[src/rtl/scandoubler_rotate_port_if.sv]
// Bus bundle between the rotating scandoubler, this memory port and one SDRAM client port.
// The slave modport is the port itself; the master modport is the surrounding environment.
interface scandoubler_rotate_port_if #(
  parameter int HCNT_WIDTH = 10
);
  localparam int AW = 2 * HCNT_WIDTH + 1;

  logic                  vidin_req;
  logic                  vidin_frame;
  logic [HCNT_WIDTH-1:0] vidin_row;
  logic [HCNT_WIDTH-1:0] vidin_col;
  logic [15:0]           vidin_d;
  logic                  vidin_ack;

  logic                  vidout_req;
  logic                  vidout_frame;
  logic [HCNT_WIDTH-1:0] vidout_row;
  logic [HCNT_WIDTH-1:0] vidout_col;
  logic [15:0]           vidout_d;
  logic                  vidout_ack;

  logic                  mem_req;
  logic                  mem_we;
  logic [AW-1:0]         mem_addr;
  logic [15:0]           mem_d;
  logic [15:0]           mem_q;
  logic                  mem_ack;

  modport slave (
    input  vidin_req, vidin_frame, vidin_row, vidin_col, vidin_d,
    output vidin_ack,
    input  vidout_req, vidout_frame, vidout_row, vidout_col,
    output vidout_d, vidout_ack,
    output mem_req, mem_we, mem_addr, mem_d,
    input  mem_q, mem_ack
  );

  modport master (
    output vidin_req, vidin_frame, vidin_row, vidin_col, vidin_d,
    input  vidin_ack,
    output vidout_req, vidout_frame, vidout_row, vidout_col,
    input  vidout_d, vidout_ack,
    input  mem_req, mem_we, mem_addr, mem_d,
    output mem_q, mem_ack
  );
endinterface

[src/rtl/scandoubler_rotate_port.sv]
// Responder-side memory port for the rotating scandoubler: maps 16-word write bursts and
// per-row read streams onto one single-word SDRAM port with transposed (cornerturn) addressing.
module scandoubler_rotate_port #(
  parameter int HCNT_WIDTH = 10
) (
  input  logic                     clk_sys,
  input  logic                     reset_n,
  scandoubler_rotate_port_if.slave bus
);
  localparam int AW = 2 * HCNT_WIDTH + 1;

  typedef enum logic [1:0] {IDLE, WR_WAIT, RD_WAIT, HOLD} state_t;

  state_t        state_q, state_d;
  logic [1:0]    holdoff_q, holdoff_d;
  logic [3:0]    wcount_q, wcount_d;
  logic          mem_req_q, mem_req_d;
  logic          mem_we_q, mem_we_d;
  logic [AW-1:0] mem_addr_q, mem_addr_d;
  logic [15:0]   mem_d_q, mem_d_d;
  logic [15:0]   vidout_d_q, vidout_d_d;
  logic          vidin_ack_q, vidin_ack_d;
  logic          vidout_ack_q, vidout_ack_d;

  always_ff @(posedge clk_sys or negedge reset_n) begin
    if (!reset_n) begin
      state_q      <= IDLE;
      holdoff_q    <= '0;
      wcount_q     <= '0;
      mem_req_q    <= 1'b0;
      mem_we_q     <= 1'b0;
      mem_addr_q   <= '0;
      mem_d_q      <= '0;
      vidout_d_q   <= '0;
      vidin_ack_q  <= 1'b0;
      vidout_ack_q <= 1'b0;
    end else begin
      state_q      <= state_d;
      holdoff_q    <= holdoff_d;
      wcount_q     <= wcount_d;
      mem_req_q    <= mem_req_d;
      mem_we_q     <= mem_we_d;
      mem_addr_q   <= mem_addr_d;
      mem_d_q      <= mem_d_d;
      vidout_d_q   <= vidout_d_d;
      vidin_ack_q  <= vidin_ack_d;
      vidout_ack_q <= vidout_ack_d;
    end
  end

  always_comb begin
    state_d      = state_q;
    holdoff_d    = holdoff_q;
    wcount_d     = wcount_q;
    mem_req_d    = mem_req_q;
    mem_we_d     = mem_we_q;
    mem_addr_d   = mem_addr_q;
    mem_d_d      = mem_d_q;
    vidout_d_d   = vidout_d_q;
    vidin_ack_d  = 1'b0;
    vidout_ack_d = 1'b0;

    case (state_q)
      IDLE: begin
        // Writes win every word boundary; a partially sent burst blocks reads until it is abandoned.
        if (holdoff_q != 2'd0) begin
          holdoff_d = holdoff_q - 2'd1;
        end else if (bus.vidin_req) begin
          mem_addr_d = {bus.vidin_frame, bus.vidin_col, bus.vidin_row};
          mem_d_d    = bus.vidin_d;
          mem_we_d   = 1'b1;
          mem_req_d  = 1'b1;
          state_d    = WR_WAIT;
        end else if (wcount_q != 4'd0) begin
          wcount_d = 4'd0;
        end else if (bus.vidout_req) begin
          mem_addr_d = {bus.vidout_frame, bus.vidout_row, bus.vidout_col};
          mem_we_d   = 1'b0;
          mem_req_d  = 1'b1;
          state_d    = RD_WAIT;
        end
      end
      WR_WAIT: begin
        if (bus.mem_ack) begin
          mem_req_d   = 1'b0;
          vidin_ack_d = 1'b1;
          wcount_d    = wcount_q + 4'd1;
          holdoff_d   = 2'd1;
          state_d     = HOLD;
        end
      end
      RD_WAIT: begin
        if (bus.mem_ack) begin
          mem_req_d    = 1'b0;
          vidout_d_d   = bus.mem_q;
          vidout_ack_d = 1'b1;
          holdoff_d    = 2'd1;
          state_d      = HOLD;
        end
      end
      HOLD: begin
        // Ack cycle plus one more, so IDLE samples the initiator only after its request/data update.
        if (holdoff_q != 2'd0) begin
          holdoff_d = holdoff_q - 2'd1;
        end else begin
          state_d = IDLE;
        end
      end
      default: state_d = IDLE;
    endcase
  end

  assign bus.vidin_ack  = vidin_ack_q;
  assign bus.vidout_ack = vidout_ack_q;
  assign bus.vidout_d   = vidout_d_q;
  assign bus.mem_req    = mem_req_q;
  assign bus.mem_we     = mem_we_q;
  assign bus.mem_addr   = mem_addr_q;
  assign bus.mem_d      = mem_d_q;

endmodule

[src/flat_wrapper.sv]
// flat-port wrapper written by rule: the top's interface ports become plain ports
module scandoubler_rotate_port_flat 
#(
  parameter int HCNT_WIDTH = 10
)
  (clk_sys, reset_n, bus_vidin_req, bus_vidin_frame, bus_vidin_row, bus_vidin_col, bus_vidin_d, bus_vidin_ack, bus_vidout_req, bus_vidout_frame, bus_vidout_row, bus_vidout_col, bus_vidout_d, bus_vidout_ack, bus_mem_req, bus_mem_we, bus_mem_addr, bus_mem_d, bus_mem_q, bus_mem_ack);
  scandoubler_rotate_port_if #(.HCNT_WIDTH(HCNT_WIDTH)) bus_i ();
  input  logic clk_sys;
  input  logic reset_n;
  input wire logic [$bits(bus_i.vidin_req)-1:0] bus_vidin_req;
  input wire logic [$bits(bus_i.vidin_frame)-1:0] bus_vidin_frame;
  input wire logic [$bits(bus_i.vidin_row)-1:0] bus_vidin_row;
  input wire logic [$bits(bus_i.vidin_col)-1:0] bus_vidin_col;
  input wire logic [$bits(bus_i.vidin_d)-1:0] bus_vidin_d;
  output wire logic [$bits(bus_i.vidin_ack)-1:0] bus_vidin_ack;
  input wire logic [$bits(bus_i.vidout_req)-1:0] bus_vidout_req;
  input wire logic [$bits(bus_i.vidout_frame)-1:0] bus_vidout_frame;
  input wire logic [$bits(bus_i.vidout_row)-1:0] bus_vidout_row;
  input wire logic [$bits(bus_i.vidout_col)-1:0] bus_vidout_col;
  output wire logic [$bits(bus_i.vidout_d)-1:0] bus_vidout_d;
  output wire logic [$bits(bus_i.vidout_ack)-1:0] bus_vidout_ack;
  output wire logic [$bits(bus_i.mem_req)-1:0] bus_mem_req;
  output wire logic [$bits(bus_i.mem_we)-1:0] bus_mem_we;
  output wire logic [$bits(bus_i.mem_addr)-1:0] bus_mem_addr;
  output wire logic [$bits(bus_i.mem_d)-1:0] bus_mem_d;
  input wire logic [$bits(bus_i.mem_q)-1:0] bus_mem_q;
  input wire logic [$bits(bus_i.mem_ack)-1:0] bus_mem_ack;
  assign bus_i.vidin_req = bus_vidin_req;
  assign bus_i.vidin_frame = bus_vidin_frame;
  assign bus_i.vidin_row = bus_vidin_row;
  assign bus_i.vidin_col = bus_vidin_col;
  assign bus_i.vidin_d = bus_vidin_d;
  assign bus_vidin_ack = bus_i.vidin_ack;
  assign bus_i.vidout_req = bus_vidout_req;
  assign bus_i.vidout_frame = bus_vidout_frame;
  assign bus_i.vidout_row = bus_vidout_row;
  assign bus_i.vidout_col = bus_vidout_col;
  assign bus_vidout_d = bus_i.vidout_d;
  assign bus_vidout_ack = bus_i.vidout_ack;
  assign bus_mem_req = bus_i.mem_req;
  assign bus_mem_we = bus_i.mem_we;
  assign bus_mem_addr = bus_i.mem_addr;
  assign bus_mem_d = bus_i.mem_d;
  assign bus_i.mem_q = bus_mem_q;
  assign bus_i.mem_ack = bus_mem_ack;
  scandoubler_rotate_port #(.HCNT_WIDTH(HCNT_WIDTH)) u_core (.clk_sys(clk_sys), .reset_n(reset_n), .bus(bus_i));
endmodule
[config.mk]
export PLATFORM = sky130hd
export DESIGN_NAME = scandoubler_rotate_port_flat
export DESIGN_NICKNAME = d
export VERILOG_FILES = /design/src/rtl/scandoubler_rotate_port_if.sv /design/src/rtl/scandoubler_rotate_port.sv /design/src/flat_wrapper.sv
export SDC_FILE = /design/constraint.sdc
export NUM_CORES = 1
export LEC_CHECK = 0
export BUFFER_PORTS_ARGS = -buffer_cell sky130_fd_sc_hd__buf_2
export CELL_PAD_IN_SITES_DETAIL_PLACEMENT = 0
export CELL_PAD_IN_SITES_GLOBAL_PLACEMENT = 1
export CORE_MARGIN = 2
export CORE_UTILIZATION = 30
export DETAILED_ROUTE_END_ITERATION = 12
export PLACE_DENSITY = 0.8
export SYNTH_ARGS = -nofsm -noshare
export SYNTH_HDL_FRONTEND = slang
export SYNTH_SLANG_ARGS = --single-unit
export TNS_END_PERCENT = 10
[constraint.sdc]
create_clock -name clk_sys -period 1.5 [get_ports clk_sys]
set_input_delay 0 -clock clk_sys [delete_from_list [all_inputs] [get_ports clk_sys]]
set_output_delay 0 -clock clk_sys [all_outputs]
set_load 0.01 [all_outputs]
* Word-level counts from Yosys, hierarchy flattened
Cells that the tools add are included.
** Storage, ports and cells
- Bits in registers :: 65
- Input port bits :: 79
- Output and inout bits :: 57
- Logic and storage cells :: 71
** Operators by class
- $add $sub $neg :: 2
- Equality and inequality tests :: 13
- Mux-type cells :: 30
- Bitwise gates (word level) :: 1
- Reductions and logical operators :: 15
** Operator list (count)
- 21-bit two-way mux :: 3
- 2-bit two-way mux :: 8
- 4-bit two-way mux :: 4
- 5-bit AND reduction :: 3
- 1-bit two-way mux :: 11
- 2-bit != test (second input constant) :: 5
- 4-bit case mux with 2 select lines :: 1
- 2-bit nonzero test :: 4
- 2-bit by 1-bit != test with 1-bit output (second input constant) :: 3
- 3-bit != test (second input constant) :: 2
- 2-bit case mux with 3 select lines :: 1
- 4-bit by 1-bit adder with 4-bit output (second input constant) :: 1
- 2-bit == test (second input constant) :: 2
- 2-bit case mux with 2 select lines :: 1
- 2-bit AND reduction :: 2
- 4-bit AND reduction :: 1
- 4-bit nonzero test :: 1
- 2-bit OR reduction :: 2
- 3-bit AND reduction :: 1
- 2-bit by 1-bit == test with 1-bit output (second input constant) :: 1
- 2-bit logical NOT :: 1
- 1-bit case mux with 2 select lines :: 1
- 2-bit by 1-bit subtractor with 2-bit output (second input constant) :: 1
- 1-bit inverter :: 1

* Logic depth before layout (Yosys ltp)
Gate-level depths: netlist (run 1).
- Depth after elaboration :: 5
- Gate-level depth with buffers :: 9
- Depth with buffers taken out :: 6

* Worst setup path after synthesis (run 1)
OpenSTA, ideal clock, no wires.
- Path type :: register -> register
- Start point :: register u_core.state_q[0]
- End point :: register u_core.wcount_q[2]
- Setup time :: 69 ps
- Arrival :: 1532 ps
- Data required time :: 1431 ps
- Slack :: -101 ps
- Stages on the path, launching flop included :: 7
- Path buffers :: 0
- Clock period less this slack :: 1601 ps
- Cell sequence :: dfrtp_1 inv_1 ha_1 or2b_1 o21ai_2 or4_1 nand3_1
** Between the ends
- Longest elaborated chain between the ends :: 3
- Elaborated cells between the ends (all ways) :: 9
- Classes of those cells :: eq/ne: 5; mux: 1; reduce/logical: 3
** Ends and longest elaborated chain
- from (decl) :: line scandoubler_rotate_port.sv:14 : state_t state_q, state_d;
- from (signal assigned) :: line scandoubler_rotate_port.sv:38 : state_q <= state_d;
- 2-bit by 1-bit == test with 1-bit output / 2-bit logical NOT (equally long branches) :: line scandoubler_rotate_port.sv:63 : case (state_q)
- 2-bit != test (no line), or another cell as far along
- 5-bit AND reduction (no line)
- to (signal assigned) :: line scandoubler_rotate_port.sv:40 : wcount_q <= wcount_d;
- to (decl) :: line scandoubler_rotate_port.sv:16 : logic [3:0] wcount_q, wcount_d;
Several ways; a longest one is shown, not always the timed one.
A chain may end at the register's enable or synchronous reset.

* Final worst setup path (run 1)
- Start point :: register u_core.wcount_q[1]
- End point :: register u_core.wcount_q[2]
** Between the ends
- Longest elaborated chain between the ends :: 3
- Elaborated cells between the ends (all ways) :: 6
- Classes of those cells :: add/sub: 1; eq/ne: 1; mux: 2; reduce/logical: 2
** Ends and longest elaborated chain (line)
- 4-bit by 1-bit adder with 4-bit output / 4-bit nonzero test (equally long branches) :: scandoubler_rotate_port.sv:87, scandoubler_rotate_port.sv:74
- 4-bit two-way mux / 2-bit by 1-bit != test with 1-bit output (equally long branches)
- 4-bit case mux with 2 select lines / 5-bit AND reduction (equally long branches)
Several ways; a longest one is shown, not always the timed one. The select of a mux whose other input is x is not followed.

==> results of run 1 <==
[metal layers]
metal / share of wire, % / vias up / wire (um)
li1: - / 1403 / -
met1: 38 / 1419 / 3590
met2: 56 / 105 / 5310
met3: 5.4 / 12 / 512
met4: 1.2 / 0 / 117
met5: 0 / - / 0
[worst max-delay path by stage]
stage | slack, ns | from | cells after the start | endpoint
global placement | -0.05 | u_core.wcount_q[1]$_DFFE_PN0P_ | 7 | u_core.state_q[0]$_DFFE_PN0P_
global route | -0.10 | u_core.wcount_q[1]$_DFFE_PN0P_ | 6 | u_core.wcount_q[2]$_DFFE_PN0P_
CTS | -0.04 | u_core.wcount_q[1]$_DFFE_PN0P_ | 6 | u_core.wcount_q[2]$_DFFE_PN0P_
finish | -0.05 | u_core.wcount_q[1]$_DFFE_PN0P_ | 6 | u_core.wcount_q[2]$_DFFE_PN0P_
floorplan | -0.02 | u_core.state_q[0]$_DFFE_PN0P_ | 5 | u_core.bus.vidout_d[10]$_DFFE_PN0P_
detailed placement | -0.09 | u_core.wcount_q[1]$_DFFE_PN0P_ | 7 | u_core.state_q[0]$_DFFE_PN0P_
[cell families after synthesis]
kind of cell / Yosys count / share of synthesized area, %
buffers and inverters: 27 / 4.53
AO/OA/AOI/OAI: 79 / 16.3
multiplexers: 35 / 13.4
XOR/XNOR: 1 / 0.299
AND/OR/NAND/NOR: 34 / 6.62
adder cells (fa/ha/maj): 8 / 3.42
flip-flops: 65 / 55.5
[what timing repair did]
item,in CTS,in global routing
pin swaps,7,28
endpoints found under the setup margin,28,52
gates resized for setup,5,47
hold buffers,76,0
gates cloned,0,1
hold endpoints to repair,119,0
buffers inserted,6,1
[Yosys cell counts]
master / number
nor3b_1: 2
a21oi_1: 23
o21a_1: 1
nand3_1: 5
and4bb_2: 1
and2_1: 2
mux2_2: 33
buf_4: 3
nand3_2: 1
buf_6: 1
o21ai_2: 1
mux2i_1: 2
buf_2: 10
nand2_2: 2
clkbuf_1: 2
a31oi_1: 2
o22ai_1: 45
a211o_2: 1
or4_1: 1
or3b_4: 1
nand2_1: 9
o21ai_0: 3
inv_1: 11
nor3_1: 3
or2_2: 1
and4_2: 1
o2bb2ai_1: 1
a2bb2oi_1: 2
xnor2_1: 1
nor2_1: 4
or2b_1: 1
dfrtp_1: 65
ha_1: 8
[cell type report]
class	instances	area share [%]
repair buffers	245	33.9
flip-flops and latches	65	30.8
clock buffers	10	2.61
multi-input cells	157	27.5
inverters	11	0.783
well taps	133	3.15
clock inverters	6	1.28
[power breakdown]
group,leakage (nW),switching [mW],internal (mW)
Sequential,0.826,0.529,2.54
Combinational,1.62,2.25,2.71
Clock,0.0985,0.712,0.815
[stage by stage]
step / util (%) / hold WS [ns] / cells
floorplan: - / -0.296 / 249
finish: 54.7 / 0.0404 / 627
global route: 54.7 / 0.0123 / 627
detailed placement: 41.2 / 0.0463 / 527
global placement: 41.2 / 0.0463 / 527
CTS: 51.8 / 0.00588 / 625
[layout by cell type (no fill, tap or decap), types with 3 or more instances in the layout]
cell type      instances
ha_1                   3
nand3_1                4
nor2_1                 4
ha_4                   3
nand2_1                8
buf_4                 24
buf_2                135
a21oi_1               17
inv_1                  7
inv_2                  4
o22ai_2               21
clkbuf_8              10
o22ai_1               22
a21oi_2                6
dfrtp_1               65
buf_6                  4
mux2_2                33
buf_12                 5
dlygate4sd3_1         76
[worst min-delay path, cell delays in order]
cell and delay [ns]:
buf_2 0.17, nand2_1 0.08, a2bb2oi_1 0.07
[flip-flops by register name, indices dropped and copies added (netlist names)]
| name | cells |
|---|---|
| u_core.bus.mem_addr | 21 |
| u_core.bus.mem_d | 16 |
| u_core.bus.mem_req | 1 |
| u_core.bus.mem_we | 1 |
| u_core.bus.vidin_ack | 1 |
| u_core.bus.vidout_ack | 1 |
| u_core.bus.vidout_d | 16 |
| u_core.holdoff_q | 2 |
| u_core.state_q | 2 |
| u_core.wcount_q | 4 |
==> results by group, run 1 <==
Power
  • PwrDens: 1810 nW/um^2
  • Total power: 9.55 mW
  • Peak VDD IR: 0.000743 V
  • P_leak: 2.55 nW

Synthesis
  • Yosys reg bits: 65
  • Yosys top cell by area: dfrtp_1
  • Yosys warns: 0
  • Register area share after synthesis: 55.5%
  • Top cells by area, synth: dfrtp_1 56%, mux2_2 13%, o22ai_1 9.6%, a21oi_1 3.9%, ha_1 3.4%
  • Mapped Nets: 336
  • Top cell type's share of synthesized area: 55.5%
  • Syn_area_per_cell: 11.8 sq um
  • Synth Instances: 249
  • Yosys cell types: 33
  • Post-Syn Area: 2930 sq um

Setup path
  • CP max-delay cell: or4_1
  • Kind of critical path: flop to flop
  • CP Launch Type: flop
  • Crit path buf inv count: 1
  • Crit-path cells: inv_2 -> ha_4 -> nor3b_4 -> o21a_1 -> or4_1 -> nand3_2
  • Critical path capture point type: flop
  • CP max FO: 4
  • Critical path's top delay family: simple AND/OR/NAND/NOR gates
  • RR Endpoint: u_core.wcount_q[2]$_DFFE_PN0P_
  • Worst path required time: 1.78 ns
  • Reg2Reg Depth: 6
  • FF-to-FF setup slack: -0.05 ns
  • WP data arrival: 1.82 ns
  • Crit path largest cell delay: 0.49 ns
  • Worst r2r src: u_core.wcount_q[1]$_DFFE_PN0P_

Clock network
  • TritonCTS clock tree: yes
  • Clock tree buffer depth: 2
  • TritonCTS Buffers: 9
  • Worst-skew pair later-pin latency: 0.34 ns
  • Clock transition at path regs: 0.07 ns
  • Clk root buf: clkbuf_8
  • CTS H-tree depth: 3
  • Clk sink count: 65

Global route
  • M1 GR Usage: 18.6%
  • Initial antenna violation count: 0
  • Met3 Use GR: 4.34%
  • First-pass GRT wire length: 13.7 mm
  • Most Used Layer, Global Route: met2
  • Vias in the first global route: 3028
  • GRT Resource Usage Total: 16.8%
  • Grt ovf: 0
  • Largest net degree at the start of global routing: 66
  • Met2 GRT Util: 30.9%

Run
  • Number of max-cap violations: 0

Detailed routing
  • Total Routed Length: 9.53 mm
  • Vias: 2939
  • DRC viols: 0
  • Drt first pass iters: 4
  • ANT nets after route: 0
  • Iter 0 DRT Violations: 69
  • DR vias/cell: 4.69
  • Post-DR wirelength/cell: 15.2 um

Worst hold path
  • Hold Path Class: input pin to flop
  • Min-delay src: bus_vidin_req
  • Worst Hold End: u_core.state_q[0]$_DFFE_PN0P_
  • Min-Delay Path Depth: 3

Die
  • Starting utilization of the core area: 30.4%
  • Standard-cell rows: 36
  • Die area: 10600 sq um
  • Die X: 103 um
  • Die Ht: 103 um
  • I/O pin cnt: 136
  • Core area: 9640 sq um

Timing
  • Max Freq: 647 MHz
  • # setup viols final: 5
  • Final hold viol count: 0
  • Min cycle time layout: 1.55 ns
  • Final Slew Violations: 0
  • Worst slew margin: 76.5%
  • Unrepaired setup endpoints after global routing: yes
  • Post-route setup slack: -0.0452 ns
  • Worst Max-Slew Pin Slew: 0.352 ns
  • Clock skew: 0.00661 ns
  • Final period util: 103%
  • Setup TNS: -0.0836 ns

Place
  • HPWL after DPL: 5.46 mm
  • I/O Buffers: 135
  • Cell Area, Placed: 3970 sq um
  • GPL Wtd Cong: 0.799
  • Pre-CTS WS: -0.0888 ns

Layout
  • Layout area overhead: 80.1%
  • Ant diodes: 0
  • Footprint of the multi-input gates: 1450 sq um
  • Storage element area: 1630 sq um
  • Final instance area: 5280 sq um
  • Fraction of layout cells with a size suffix above 1: 55.3%
  • Fillers: 810
  • Nets: 576

Outcome
  • Status: finished, violations left
  • Failing checks: negative setup slack
Note: power is estimated with default switching activity, not from simulation.
==> run 2: changes to the inputs <==
--- a/config.mk
+++ b/config.mk
@@ -9,9 +9,9 @@
 export CELL_PAD_IN_SITES_DETAIL_PLACEMENT = 0
 export CELL_PAD_IN_SITES_GLOBAL_PLACEMENT = 1
 export CORE_MARGIN = 2
-export CORE_UTILIZATION = 30
+export CORE_UTILIZATION = 31
 export DETAILED_ROUTE_END_ITERATION = 12
-export PLACE_DENSITY = 0.8
+export PLACE_DENSITY = 0.82
 export SYNTH_ARGS = -nofsm -noshare
 export SYNTH_HDL_FRONTEND = slang
 export SYNTH_SLANG_ARGS = --single-unit
==> run 2 against run 1 <==
Against the previous run:
- register-to-register slack about the same
- die area decreased by 3.1%
- the run still ends with negative setup slack left
- power decreased by 3.2%
- combinational power decreased by 1%
- utilization increased by 1.2 points
- sequential share of layout area increased by 0.82 points
- first-iteration DRC count decreased by 12%
- clock skew increased by 0.0058 ns
- highest routed layer unchanged
- flip-flop and latch count unchanged
- design area decreased by 2.6%
- largest cell class unchanged
- sequential power decreased by 1%
==> results by group, run 2 (synthesized netlist as in run 1, its figures left out) <==
Layout
  • Max FFs per register: 21 (unchanged)
  • Layout Cells excl Fill: 604 (-3.7%)
  • Layout area overhead: 75.4%
  • Commonest non-fill, non-tap cell in the layout: buf_2
  • Nets: 575 (-0.17%)
  • Most frequent cells in the layout: 135 x buf_2, 77 x dlygate4sd3_1, 65 x dfrtp_1, 35 x o22ai_1
  • Ant diodes: 0 (unchanged)
  • Fraction of layout cells with a size suffix above 1: 52.3% (-2.9 points)

Setup path
  • CP max FO: 4 (unchanged)
  • Crit path buf inv count: 1 (unchanged)
  • Kind of critical path: flop to flop
  • Critical path's top delay family: simple AND/OR/NAND/NOR gates
  • CP max-delay cell: or4_1
  • FF-to-FF setup slack: -0.05 ns (about the same)
  • Critical path capture point type: flop
  • Crit path largest cell delay: 0.48 ns (about the same)
  • Reg2Reg Depth: 6 (unchanged)
  • CP Launch Type: flop
  • Levels on crit path: 6 (unchanged)
  • WP data arrival: 1.83 ns (about the same)
  • Worst path required time: 1.78 ns (about the same)
  • Crit-path cells: inv_2 -> ha_4 -> or2b_1 -> o21ai_2 -> or4_1 -> nand3_1

Timing
  • Post-route setup slack: -0.0488 ns (-0.00361 ns)
  • Worst slew margin: 77.4% (+0.91 points)
  • Worst Max-Slew Pin Slew: 0.339 ns (-0.0136 ns)
  • Clock skew: 0.0124 ns (+0.00578 ns)
  • Final hold viol count: 0 (unchanged)
  • Unrepaired setup endpoints after global routing: yes
  • Final Slew Violations: 0 (unchanged)
  • Max Freq: 646 MHz (-0.23%)
  • Min cycle time layout: 1.55 ns (+0.00361 ns)
  • Worst Hold Slack: 0.194 ns (+0.153 ns)
  • # setup viols final: 5 (unchanged)
  • Final period util: 103% (+0.24 points)

Detailed routing
  • ANT nets after route: 0 (unchanged)
  • DRC viols: 0 (unchanged)
  • Vias: 2921 (-0.61%)
  • DR vias/cell: 4.84 (+3.2%)
  • Drt first pass iters: 4 (unchanged)
  • Total Routed Length: 8.93 mm (-6.3%)
  • Iter 0 DRT Violations: 61 (-12%)
  • Post-DR wirelength/cell: 14.8 um (-2.8%)

Clock network
  • Clk sink count: 65 (unchanged)
  • Clk root buf: clkbuf_8
  • Clock tree buffer depth: 2 (unchanged)
  • Worst-skew pair later-pin latency: 0.35 ns (about the same)
  • Clock transition at path regs: 0.08 ns (about the same)
  • CTS H-tree depth: 3 (unchanged)
  • TritonCTS clock tree: yes
  • TritonCTS Buffers: 9 (unchanged)

Power
  • Comb pwr share: 53.0% (+1.1 points)
  • Power share of the clock group: 14.2% (-1.8 points)
  • Flop pwr share: 32.8% (+0.7 points)
  • Peak VDD IR: 0.000699 V (-6.0%)
  • Sw Ratio: 37.3% (+0.82 points)
  • Net Switching: 3.45 mW (-1.0%)
  • PwrDens: 1800 nW/um^2 (-0.61%)
  • Pint: 5.80 mW (-4.4%)
  • P_leak: 2.51 nW (-1.5%)
  • Total power: 9.25 mW (-3.2%)

Die
  • Standard-cell rows: 35 (-2.8%)
  • Die X: 101 um (-1.6%)
  • Core area: 9200 sq um (-4.6%)
  • Die area: 10200 sq um (-3.1%)
  • Starting utilization of the core area: 31.9% (+1.5 points)
  • I/O pin cnt: 136 (unchanged)
  • Die Ht: 101 um (-1.6%)

Place
  • HPWL after DPL: 5.44 mm (-0.40%)
  • Dpl cells: 503 (-4.6%)
  • I/O Buffers: 135 (unchanged)
  • GPL Wtd Cong: 0.768 (-3.9%)

Outcome
  • Failing checks: negative setup slack
  • Status: finished, violations left

Global route
  • Initial antenna violation count: 0 (unchanged)
  • First-pass GRT wire length: 13.7 mm (about the same)
  • Largest net degree at the start of global routing: 66 (unchanged)
  • Vias in the first global route: 3005 (-0.76%)
  • GRT Resource Usage Total: 17.0% (+0.22 points)
  • Grt ovf: 0 (unchanged)

Worst hold path
  • Hold Path Class: input pin to asynchronous set/reset pin

Run
  • Number of max-cap violations: 0 (unchanged)
==> run 2: repair_timing <==
action | in CTS | in global routing
hold buffers | 77 | 0
setup endpoints to repair | 32 | 56
buffers inserted | 7 | 1
hold endpoints to repair | 120 | 0
pin swaps | 7 | 6
gates resized for setup | 13 | 26
==> run 2: routing by layer <==
metal,up-vias,global-route usage [%],share of wire [%]
met1,1377,19.4,40
met5,-,0,0
li1,1402,-,-
met3,23,4.07,5.2
met4,0,8.84,2.9
met2,119,29.6,52
==> run 2: power by group through the flow <==
stage | Combinational (mW) | Sequential (mW) | Clock, mW
6_report | 4.90 | 3.03 | 1.31
5_1_grt | 5.35 | 3.14 | 1.46
4_1_cts | 4.57 | 3.00 | 1.37
3_5_place_dp | 4.10 | 3.03 | 0
3_3_place_gp | 4.00 | 2.98 | 0
2_1_floorplan | 2.18 | 3.34 | 0
==> run 2: final cells by class <==
cell class / count / area [sq um]
fillers: 766 / 4060
repair buffers: 244 / 1750
flip-flops and latches: 65 / 1630
multi-input cells: 157 / 1410
well taps: 111 / 139
clock buffers: 9 / 124
clock inverters: 7 / 46.3
inverters: 11 / 41.3
==> run 2: final timing paths <==
check                                         startpoint                                  end
max                        u_core.state_q[0]$_DFFE_PN0P_       u_core.wcount_q[2]$_DFFE_PN0P_
max in group asynchronous                        reset_n  u_core.bus.vidout_d[14]$_DFFE_PN0P_
min reg2reg                u_core.bus.mem_we$_DFFE_PN0P_        u_core.bus.mem_we$_DFFE_PN0P_
max reg2reg                u_core.state_q[0]$_DFFE_PN0P_       u_core.wcount_q[2]$_DFFE_PN0P_
min                                              reset_n      u_core.bus.mem_d[5]$_DFFE_PN0P_
min in group clk_sys                      bus_vidout_req       u_core.bus.mem_req$_DFFE_PN0P_
==> run 2: metrics by stage <==
stage | setup slack, ns | util (%) | cell area (sq um) | setup TNS (ns)
5_1_grt | -0.134 | 55.9 | 5140 | -1.94
2_1_floorplan | -0.0153 | - | 2980 | -0.149
3_5_place_dp | -0.0896 | 42.8 | 3940 | -0.365
4_1_cts | -0.0351 | 54.3 | 4990 | -0.0382
6_report | -0.0488 | 55.9 | 5140 | -0.107
3_3_place_gp | -0.0421 | 42.8 | 3940 | -0.0483
==> run 2: worst min-delay path: cells and delay by family <==
| family | cells | cell delay (ns) |
|---|---|---|
| buffers and inverters | 3 | 0.95 |
